**src/rtl/my_adder_core.sv**
```systemverilog
// -----------------------------------------------------------------------------
// my_adder_core
//
// Registered unsigned adder with carry-out. This is the datapath behind the
// adder bus. Every rising clock edge it captures the full (WIDTH+1)-bit sum of
// a and b. sum/carry are registered on every cycle. out_valid carries in_valid
// through the same number of register stages, so a bus monitor can sample the
// result unconditionally and still tell which results were qualified.
//
// Parameters
//   WIDTH       operand and sum width in bits (>= 1)
//   REG_INPUTS  0: a/b/in_valid feed the adder directly (latency 1)
//               1: a/b/in_valid pass through an input register stage first
//                  (latency 2)
//
// Ports
//   clk        in   1      rising-edge clock for all registers
//   rstn       in   1      asynchronous reset, ACTIVE-HIGH despite the name
//   a          in   WIDTH  operand A, unsigned
//   b          in   WIDTH  operand B, unsigned
//   in_valid   in   1      qualifies a/b (tie high when unused)
//   sum        out  WIDTH  registered low WIDTH bits of a+b
//   carry      out  1      registered bit WIDTH of a+b
//   out_valid  out  1      in_valid delayed by the pipeline latency
// -----------------------------------------------------------------------------
module my_adder_core #(
  parameter int          WIDTH      = 8,
  parameter int unsigned REG_INPUTS = 0
) (
  input  logic             clk,
  input  logic             rstn,
  input  logic [WIDTH-1:0] a,
  input  logic [WIDTH-1:0] b,
  input  logic             in_valid,
  output logic [WIDTH-1:0] sum,
  output logic             carry,
  output logic             out_valid
);

  // Operands and qualifier as seen by the adder. They come either straight
  // from the ports or from the optional input register stage.
  logic [WIDTH-1:0] add_a;
  logic [WIDTH-1:0] add_b;
  logic             add_valid;

  // Full-precision sum. Both operands are zero-extended, so bit WIDTH is the
  // unsigned carry-out and no signed interpretation is involved.
  logic [WIDTH:0]   sum_full;

  generate
    if (REG_INPUTS != 0) begin : g_input_reg
      logic [WIDTH-1:0] a_q;
      logic [WIDTH-1:0] b_q;
      logic             valid_q;

      // Input register stage. It clears together with the output stage, so a
      // reset pulse discards operands that are still in flight here. Without
      // that, a stale operand could show up on the outputs after release.
      always_ff @(posedge clk or posedge rstn) begin
        if (rstn) begin
          a_q     <= '0;
          b_q     <= '0;
          valid_q <= 1'b0;
        end else begin
          a_q     <= a;
          b_q     <= b;
          valid_q <= in_valid;
        end
      end

      assign add_a     = a_q;
      assign add_b     = b_q;
      assign add_valid = valid_q;
    end else begin : g_input_direct
      assign add_a     = a;
      assign add_b     = b;
      assign add_valid = in_valid;
    end
  endgenerate

  assign sum_full = {1'b0, add_a} + {1'b0, add_b};

  // Output stage. sum/carry load on every edge whatever add_valid is. Because
  // the register always captures, constant operands give constant outputs and
  // nothing toggles spuriously. out_valid depends only on the qualifier path
  // and reset, so unknown operand bits can never corrupt it.
  always_ff @(posedge clk or posedge rstn) begin
    if (rstn) begin
      sum       <= '0;
      carry     <= 1'b0;
      out_valid <= 1'b0;
    end else begin
      sum       <= sum_full[WIDTH-1:0];
      carry     <= sum_full[WIDTH];
      out_valid <= add_valid;
    end
  end

endmodule

```
**config.mk**
```make
export PLATFORM = sky130hd
export DESIGN_NAME = my_adder_core
export DESIGN_NICKNAME = d
export VERILOG_FILES = /design/src/rtl/my_adder_core.sv
export SDC_FILE = /design/constraint.sdc
export NUM_CORES = 1
export LEC_CHECK = 0
export ABC_AREA = 0
export ABC_CLOCK_PERIOD_IN_PS = 1120
export CAP_MARGIN = 20
export CORE_MARGIN = 2
export CORE_UTILIZATION = 40
export CTS_BUF_LIST = sky130_fd_sc_hd__clkbuf_8
export CTS_CLUSTER_DIAMETER = 200
export DETAILED_ROUTE_END_ITERATION = 6
export PLACE_DENSITY = 0.89
export SYNTH_ARGS = -nofsm -noshare
export SYNTH_HDL_FRONTEND = slang
export SYNTH_SLANG_ARGS = --single-unit
```
**constraint.sdc**
```tcl
create_clock -name clk -period 1.12 [get_ports clk]
set_clock_uncertainty 0.05 [all_clocks]
set_input_delay 0.168 -clock clk [delete_from_list [all_inputs] [get_ports clk]]
set_output_delay 0.168 -clock clk [all_outputs]
set_load 0.02 [all_outputs]
```
After elaboration in Yosys (flattened, before gate mapping). Index checks and enable logic that the tools add are counted.

Flip-flop bits (word level): 10. Bits of input ports: 19. Output and inout port bits: 10. Logic and storage cells: 4.

Add/sub/neg operators: 1.

Operator list (number): $add 8x8->9 (1).

Logic depth before layout (Yosys ltp).
Depth in word-level cells: 1. Depth in mapped cells: 6. Mapped depth without buffers: 6.

Least setup slack after synthesis. Ideal clock, no wire load.

Kind: in2reg. From: input a[0]. To: register carry. Library setup time: 129 ps. Data arrival time: 1208 ps. Data required time: 941 ps. Setup slack: -267 ps. Cell stages on the path: 6. Buffers on the path: 0. Cell sequence: ha_1 > fa_1 > a21oi_1 > nor2_1 > nor2_1 > o21ai_0.

Word-level cells in the longest chain between the ends: 1.

RTL lines: start, declared (RTL line 32) `input logic [WIDTH-1:0] a,`; $add 8x8->9 (RTL line 81) `assign sum_full = {1'b0, add_a} + {1'b0, add_b};`; named net sum_full[8] (RTL line 48) `logic [WIDTH:0] sum_full;`; end signal, assigned (RTL line 94) `carry <= sum_full[WIDTH];`; end, declared (RTL line 36) `output logic carry,`.

The timed path passes the listed nets, and every way through them passes these cells.

Worst setup path after layout.
From: input b[4]. To: register sum[7].

Word-level cells in the longest chain between the ends: 1.

RTL lines: start, declared (RTL line 33) `input logic [WIDTH-1:0] b,`; $add 8x8->9 (RTL line 81); named net sum_full[7] (RTL line 48); end signal, assigned (RTL line 93) `sum <= sum_full[WIDTH-1:0];`; end, declared (RTL line 35) `output logic [WIDTH-1:0] sum,`.

The timed path passes the listed nets, and every way through them passes these cells.

==> qor.csv <==
metric,value,unit
critPathMaxStageDelay,0.26,ns
track_usage,24.3,%
wl_per_cell,21.1,um
grt_pass1_wl,3150,um
hold_path_class,in -> reg,
synthArstFlopShare,100,%
cts_buffers,3,
rows,13,
numClockSinks,10,
cts_hold_buf,0,
path_buf_inv,1,
die_y,42.0,um
drt_first_pass_iters,4,
slew_headroom,73.9,%
drv_cap,0,
cp_top_family,compound AO/OA/AOI/OAI gates,
power.total,1540,uW
crit_top_cell,a21o_1,
rsz0062_at_grt,true,
critical_path_arrival,1.30,ns
ys_seq_area_share,43.3,%
yosys.area.top_type,dfrtp_1,
syn_area,578,um^2
core,1320,um^2
via_per_inst,5.85,
path_class,in -> reg,
clock-root-buffer,clkbuf_8,
start_util,43.9,%
first_iter_violations,21,
area_delta_synth_final,115,%
ir_drop,790,uV
clk_pin_slew_worst_paths,0.05,ns
diodes,0,
setup_violations,6,
crit_chain,"buf_6, ha_4, a21o_1, a21o_1, a221oi_2, nand2_1",
clockBufferDepth,2,
ys_top_cells_by_count,"dfrtp_1, ha_1, a21oi_1",
slew_violations,0,
synthTopCellsByArea,"dfrtp_1, ha_1, a21oi_1",
port_buffers,28,
nNetsFinal,131,
drive_above_1_share,55.9,%
synth_fp_nets,81,
critPathLaunchType,input port,
vias,685,
io_pins,29,
synth_edf_count,0,
gp_congestion,0.739,
die_w,42.0,um
grt_pass1_vias,685,
leakagePower,0.000542,uW
final_core_util,94.5,%
antenna_found_initial,0,
slowest_stage,a221oi_2,
grt_max_degree,11,
power.density,1240,nW/um^2
hold_viol,0,
htreeDepth,1,
dpl.hpwl,1270,um
grt.overflow.total,0,
syn_inst,53,
yosys_register_bits,10,
setup_slack,-0.120,ns
place_ws,-0.708,ns
end_kind,flop,
crit_path_max_fanout,6,
synth_top_area_share,43.3,%
period_needed,1.24,ns
antenna_left,0,
failed_checks,setup timing,
worstMarginPinSlew,0.391,ns
timing.fmax,807,MHz
fin_crit_sh,111,%
dieArea,1770,um^2
drt_wl_total,2470,um
ys_warn_count,0,
synth.distinct_cells,21,
ys.flop_type,dfrtp_1,
drc,0,
crit_required,1.18,ns
synth.most_common_cell,dfrtp_1,
status,"finished, violations left",
tritoncts,yes,
avgSynthCellArea,10.9,um^2
==> area by class of cell <==
type,instances,area (um^2)
clock buffer,4,55.1
fill,40,72.6
timing repair buffer,45,385
multi-input combinational,39,517
inverter,4,18.8
sequential,10,250
tap,15,18.8
==> cells by family (layout without fill, tap and decap cells) <==
family	after synthesis	count (layout)	synth area share, %
AO/OA/AOI/OAI	13	13	15.6
multiplexers	1	1	1.73
AND/OR/NAND/NOR	12	12	9.96
XOR/XNOR	4	4	6.06
buffers and inverters	4	53	2.60
adder cells (fa/ha/maj)	9	9	20.8
flip-flops	10	10	43.3
==> state kept, by name (all words and copies together) (netlist names) <==
register   cells
carry          1
out_valid      1
sum            8
==> power breakdown <==
part / internal, uW / total, uW / switching [uW]
Clock: 309 / 455 / 146
Combinational: 321 / 648 / 326
Sequential: 420 / 439 / 18.6
==> routing by layer <==
metal / global-route usage, % / up-vias / part of all wire (%)
met5: 0 / - / 0
met4: 8.75 / 0 / 3.2
met3: 9.91 / 10 / 6.4
met2: 42.5 / 42 / 51
met1: 26.4 / 339 / 39
li1: - / 294 / -
==> final timing paths <==
| path | from | to | slack, ns | cells past startpoint |
|---|---|---|---|---|
| min in group asynchronous | rstn | out_valid | 0.16 | 2 |
| setup / recovery | b[4] | sum[7] | -0.12 | 6 |
| max in group asynchronous | rstn | sum[6] | 0.58 | 2 |
| hold / removal | b[0] | sum[0] | 0.1 | 2 |
==> layout by cell type, fill, tap and decap left out <==
cell type,netlist,routed
nor3_1,2,1
clkdlybuf4s15_1,0,9
nor2b_4,0,1
nand3_1,2,1
mux2i_1,1,1
buf_2,0,5
inv_2,1,1
nor2_2,0,2
a221oi_2,0,1
a2111oi_4,0,1
ha_4,0,8
nand3_4,0,1
xnor2_1,2,2
a21o_1,2,2
nor2b_1,2,1
a21oi_4,0,3
clkinvlp_4,0,1
o21bai_1,1,1
nor4_2,0,1
o21ai_1,0,1
dlygate4sd2_1,0,3
xor2_1,2,2
clkdlybuf4s50_1,0,2
buf_6,0,9
inv_1,3,2
fa_2,0,1
buf_4,0,15
clkbuf_8,0,4
a21oi_1,5,2
nand2_1,3,3
dfrtp_1,10,10
clkbuf_2,0,2
a311o_1,2,2
nor3_4,0,1
==> metrics by stage <==
stage / area [um^2] / setup TNS (ns) / hold slack [ns] / instances
after CTS: 1180 / -0.184 / 0.0952 / 115
after global placement: 1030 / -4.33 / 0.407 / 106
after detailed placement: 1030 / -4.61 / 0.443 / 106
after global routing: 1240 / -0.573 / 0.0913 / 117
final: 1240 / -0.392 / 0.0958 / 117
after floorplan: 654 / -0.535 / -0.0418 / 53
==> repair_timing <==
item,4_1_cts,5_1_grt
pin swaps,24,21
gates resized for setup,87,15
buffers inserted,5,3
endpoints found under the setup margin,18,11
No activity file was read; power rests on OpenSTA's default activity.
